## config.mk

```make
export PLATFORM = sky130hd
export DESIGN_NAME = rca_pipe_adder
export DESIGN_NICKNAME = d
export VERILOG_FILES = /design/src/rtl/rca_pkg.sv /design/src/rtl/rca_seg.sv /design/src/rtl/rca_pipe_adder.sv
export SDC_FILE = /design/constraint.sdc
export NUM_CORES = 1
export LEC_CHECK = 0
export ABC_AREA = 1
export CORE_ASPECT_RATIO = 1.4
export CORE_MARGIN = 2
export CORE_UTILIZATION = 35
export DETAILED_ROUTE_END_ITERATION = 8
export GPL_TIMING_DRIVEN = 0
export SLEW_MARGIN = 10
export SYNTH_ARGS = -nofsm -noshare
export SYNTH_HDL_FRONTEND = slang
export SYNTH_HIERARCHICAL = 1
export SYNTH_SLANG_ARGS = --single-unit
```

## constraint.sdc

```tcl
create_clock -name clk -period 5 [get_ports clk]
set_input_delay 0.75 -clock clk [delete_from_list [all_inputs] [get_ports clk]]
set_output_delay 0.75 -clock clk [all_outputs]
set_load 0.03 [all_outputs]
```

## src/rtl/rca_pkg.sv

```systemverilog
// Shared constants for the pipelined ripple-carry adder.
// Mode encodings and default geometry.
package rca_pkg;

  localparam logic MODE_ADD = 1'b0;
  localparam logic MODE_SUB = 1'b1;

  localparam int DEF_WIDTH = 16;
  localparam int DEF_SEG   = 4;

endpackage

```

## src/rtl/rca_seg.sv

```systemverilog
// Combinational SEG-bit ripple-carry chain.
// One instance resolves one pipeline segment.
module rca_seg
  import rca_pkg::*;
#(
  parameter int SEG = DEF_SEG
) (
  input  logic [SEG-1:0] a,
  input  logic [SEG-1:0] b,
  input  logic           cin,
  output logic [SEG-1:0] sum,
  output logic           cout
);

  logic [SEG:0] c;

  assign c[0] = cin;

  for (genvar i = 0; i < SEG; i++) begin : g_bit
    assign sum[i]  = a[i] ^ b[i] ^ c[i];
    assign c[i+1]  = (a[i] & b[i]) | (c[i] & (a[i] ^ b[i]));
  end

  assign cout = c[SEG];

endmodule

```

## src/rtl/rca_pipe_adder.sv

```systemverilog
// Pipelined ripple-carry add/sub, SEG bits per stage.
// Valid/ready at both ends; a stall freezes every stage.
module rca_pipe_adder
  import rca_pkg::*;
#(
  parameter int WIDTH = DEF_WIDTH,
  parameter int SEG   = DEF_SEG
) (
  input  logic             clk,
  input  logic             rst,
  input  logic             in_valid,
  output logic             in_ready,
  input  logic [WIDTH-1:0] a,
  input  logic [WIDTH-1:0] b,
  input  logic             cin,
  input  logic             sub,
  output logic             out_valid,
  input  logic             out_ready,
  output logic [WIDTH-1:0] sum,
  output logic             cout,
  output logic             ovf
);

  localparam int NSTAGES = WIDTH / SEG;

  if ((SEG < 1) || (WIDTH % SEG != 0)) begin : g_bad_geom
    $error("rca_pipe_adder: WIDTH must be a multiple of SEG");
  end

  logic adv;

  logic [NSTAGES-1:0] v_q, v_d, v_x;
  logic [NSTAGES-1:0] c_q, c_d, c_x;

  logic [WIDTH-1:0] a_q [NSTAGES];
  logic [WIDTH-1:0] a_d [NSTAGES];
  logic [WIDTH-1:0] a_x [NSTAGES];
  logic [WIDTH-1:0] b_q [NSTAGES];
  logic [WIDTH-1:0] b_d [NSTAGES];
  logic [WIDTH-1:0] b_x [NSTAGES];
  logic [WIDTH-1:0] s_q [NSTAGES];
  logic [WIDTH-1:0] s_d [NSTAGES];
  logic [WIDTH-1:0] s_x [NSTAGES];

  assign adv      = !(out_valid && !out_ready);
  assign in_ready = adv && !rst;

  for (genvar k = 0; k < NSTAGES; k++) begin : g_stage
    localparam int LSB = k * SEG;
    localparam logic [WIDTH-1:0] MASK =
      WIDTH'({SEG{1'b1}}) << LSB;

    logic [SEG-1:0] seg_s;
    logic           seg_c;

    if (k == 0) begin : g_first
      // b is inverted once here; later stages see b_eff only
      assign a_x[k] = a;
      assign b_x[k] = (sub == MODE_SUB) ? ~b : b;
      assign s_x[k] = '0;
      assign c_x[k] = cin ^ sub;
      assign v_x[k] = in_valid && in_ready;
    end else begin : g_next
      assign a_x[k] = a_q[k-1];
      assign b_x[k] = b_q[k-1];
      assign s_x[k] = s_q[k-1];
      assign c_x[k] = c_q[k-1];
      assign v_x[k] = v_q[k-1];
    end

    rca_seg #(.SEG(SEG)) u_seg (
      .a    (a_x[k][LSB +: SEG]),
      .b    (b_x[k][LSB +: SEG]),
      .cin  (c_x[k]),
      .sum  (seg_s),
      .cout (seg_c)
    );

    assign s_d[k] = (s_x[k] & ~MASK) |
                    (WIDTH'(seg_s) << LSB);
    assign a_d[k] = a_x[k];
    assign b_d[k] = b_x[k];
    assign c_d[k] = seg_c;
    assign v_d[k] = v_x[k];
  end

  always_ff @(posedge clk) begin
    if (rst) begin
      v_q <= '0;
      c_q <= '0;
      for (int k = 0; k < NSTAGES; k++) begin
        a_q[k] <= '0;
        b_q[k] <= '0;
        s_q[k] <= '0;
      end
    end else if (adv) begin
      v_q <= v_d;
      c_q <= c_d;
      for (int k = 0; k < NSTAGES; k++) begin
        a_q[k] <= a_d[k];
        b_q[k] <= b_d[k];
        s_q[k] <= s_d[k];
      end
    end
  end

  assign out_valid = v_q[NSTAGES-1];
  assign sum       = s_q[NSTAGES-1];
  assign cout      = c_q[NSTAGES-1];
  assign ovf       =
    (a_q[NSTAGES-1][WIDTH-1] == b_q[NSTAGES-1][WIDTH-1]) &&
    (s_q[NSTAGES-1][WIDTH-1] != a_q[NSTAGES-1][WIDTH-1]);

endmodule

```

==> results.md <==
* Run status: finished clean
* DRC at 0
* Multi-input gate area at 1030 µm²
* Post-CTS setup repair buffer count at 0
* Syn_nets at slightly below 500
* CP Buf/Inv Count at 5
* Switching part of the total power at between 20% and 30%
* Cells after synthesis at 429
* Share of cells above drive strength 1 at ~6.8%
* H-tree depth at 3
* Power Density at 329 nW/µm²
* Register area at between 2000 and 3000 µm²
* Clock Pin Slew Worst Setup and Hold Paths at 0.06 ns
* Gpl congestion at 0.743
* Die Ht at 139 µm
* #FFs+latches synth at 98
* Fin crit share at a little under two thirds
* Vias in the first global route at 2572
* RSZ-0062 raised after global routing: false
* Cell taking the most area after synthesis: edfxtp_1
* First-pass GRT wire length at 11.8 mm
* Startpoint Class: primary input
* TritonCTS clock tree: built
* Most frequent cell after synthesis: inv_1
* Io pins at 58
* Global Route Usage Sum at 10.9%
* Static Leak at 2.57 nW
* Die Area at 13900 µm²
* Logic gate share of total power at about a tenth
* Critical path's slowest cell: clkdlybuf4s50_1
* # hold bufs at CTS at 0
* Int Pwr at 1.45 mW
* Cell variety after synth at 14
* WS Path Type: in2out
* CP arrival at about 2.4 ns
* Largest net degree at the start of global routing at 49
* CP endpoint kind: output port
* Slew HR at about three fifths
* Req. time, crit path at 4.25 ns
* Min-delay worst type: reg2reg
* FMAX at between 300 and 400 MHz
* Initial Utilization at between 30% and 40%
* DRT Pass-1 Iters at 4
* Minimum clock period at 3.19 ns
* Worst-Margin Slew at 0.623 ns
* Critical-path cell list: clkdlybuf4s50_1 > inv_2 > nand2_8 > nand2_8 > buf_6 > inv_1 > clkdlybuf4s50_1
* Ys flop type: edfxtp_1
* Pre-CTS setup slack at 1.73 ns
* Max clock buf depth at 2
* Width of the die at 100 µm
* Worst VDD drop at about 0.13 mV
* # rows at 49
* Fin. Hold Viols at 0
* Antenna-violating nets left at 0
* Setup WS post-layout at between 1.5 and 2 ns
* Max Cap Violations at 0
* Register area share after synthesis at 63.1%
* Final setup skew at 0.00583 ns
* Number of synthesized flops with an enable pin at 90
* Max Slew Vio Count at 0
* Grt ovf at 0
* Core area at ~13000 µm²
* CTS-repair resized insts at 0
* Routed wire length at 6.92 mm
* Ys Warns at 6
* Vias at 2607
* Placement Cell Area at 5320 µm²
* Sequential share of power at 52.5%
* DP Wirelength at 5.05 mm
* Synthesized area per cell at 10.6 µm²
* Net switching power at 404 µW
* Area Growth Syn to Fin at 23.9%
* Clk network pwr share at 36.9%
* Root buffer selected by CTS: clkbuf_16
* Ant. Diodes at 0
* Synth Cell Area at around 4500 µm²
* Final instance area at 5620 µm²
* Commonest cells in the netlist: 135 x inv_1, 93 x nor2_1, 90 x edfxtp_1, 49 x nand2_1, 16 x fa_1
* # setup viols final at 0
* Top cell family by delay on the critical path: buffers and inverters
* Initial antenna violation count at 0
* Max stage delay on crit path at 0.65 ns
* Share of the synthesized area in the top cell type at 59.6%
* Top post-synthesis cells by area: edfxtp_1 60%, inv_1 11%, nor2_1 7.7%
* Avg Vias per Cell at 3.98
* DRT iter0 DRCs at 94
* Post-synth ARST share at 0%
* Clk_lat worst skew at 0.33 ns
* Routed wire per std cell at 10.6 µm
* # nets final at 551
* Clk sinks at 98
* Filler instances at 1206
* Port Buffers at 56
* Worst-path maximum fanout at 10
* Inserted Clock Buffers at 9
power groups by stage:
stage	clock network (mW)	registers, mW	logic, mW
2_1_floorplan	0	1.00	0.112
3_3_place_gp	0	0.988	0.195
3_5_place_dp	0	0.989	0.201
4_1_cts	0.694	0.971	0.202
5_1_grt	0.730	0.977	0.227
6_report	0.682	0.970	0.198
flip-flops by register name, summed over array words and instances (netlist names):
| register | flops |
|---|---|
| v_q | 4 |
| c_q | 4 |
| s_q | 40 |
| b_q | 25 |
| a_q | 25 |
routing by layer:
layer / GRT usage, % / vias to the layer above / routed length, µm
met2: 19.7 / 43 / 3790
met5: 0 / - / 0
met1: 12.1 / 1158 / 2770
li1: - / 1398 / -
met3: 2.27 / 8 / 230
met4: 4.61 / 0 / 132
final timing paths:
path                             from  slack, ns  cells past startpoint                        to
max                         out_ready       1.81                      7                  in_ready
min               v_q[2]$_SDFFE_PP0N_       0.46                      2       v_q[3]$_SDFFE_PP0N_
max reg2reg  a_q[2][12]$_SDFFCE_PN0P_       2.72                     10  s_q[3][15]$_SDFFCE_PN0P_
min reg2reg       v_q[2]$_SDFFE_PP0N_       0.46                      2       v_q[3]$_SDFFE_PP0N_
layout by cell type (no fill, tap or decap), drive strengths merged:
cell           count
inv              137
buf               15
edfxtp            90
nor2              93
nand4              7
clkbuf            12
bufinv             1
clkdlybuf4s50     56
clkinv             2
dfxtp              8
fa                16
nand2             51
clkinvlp           1
xor2               5
nand3              8
cell type report:
class,instances,area share [%]
sequential,98,51.0
multi-input combinational,180,18.4
timing repair buffer,57,10.3
inverter,137,9.15
clock buffer,12,4.39
tap,153,3.41
buffer,14,2.45
clock inverter,4,0.913
tightest hold or removal path, delay by kind of cell, from the launching register on:
| kind | cells | cell delay, ns |
|---|---|---|
| flip-flops | 1 | 0.31 |
| AND/OR/NAND/NOR | 2 | 0.11 |
per-stage QoR:
step / utilization, % / TNS (ns) / cells / power [mW] / hold slack [ns]
2_1_floorplan: - / 0 / 429 / 1.11 / 0.427
3_3_place_gp: 41.5 / -51.18 / 638 / 1.18 / 0.438
3_5_place_dp: 41.7 / 0 / 639 / 1.19 / 0.454
4_1_cts: 44.1 / 0 / 655 / 1.87 / 0.463
5_1_grt: 44.1 / 0 / 655 / 1.93 / 0.488
6_report: 44.1 / 0 / 655 / 1.85 / 0.460
logic make-up after synthesis:
logic type	synth area share, %
xor+xnor	0.965
buf+inv	14.4
simple gates	14.5
fa+ha+maj	7.06
flops	63.1
(Power assumes the default switching activity.)
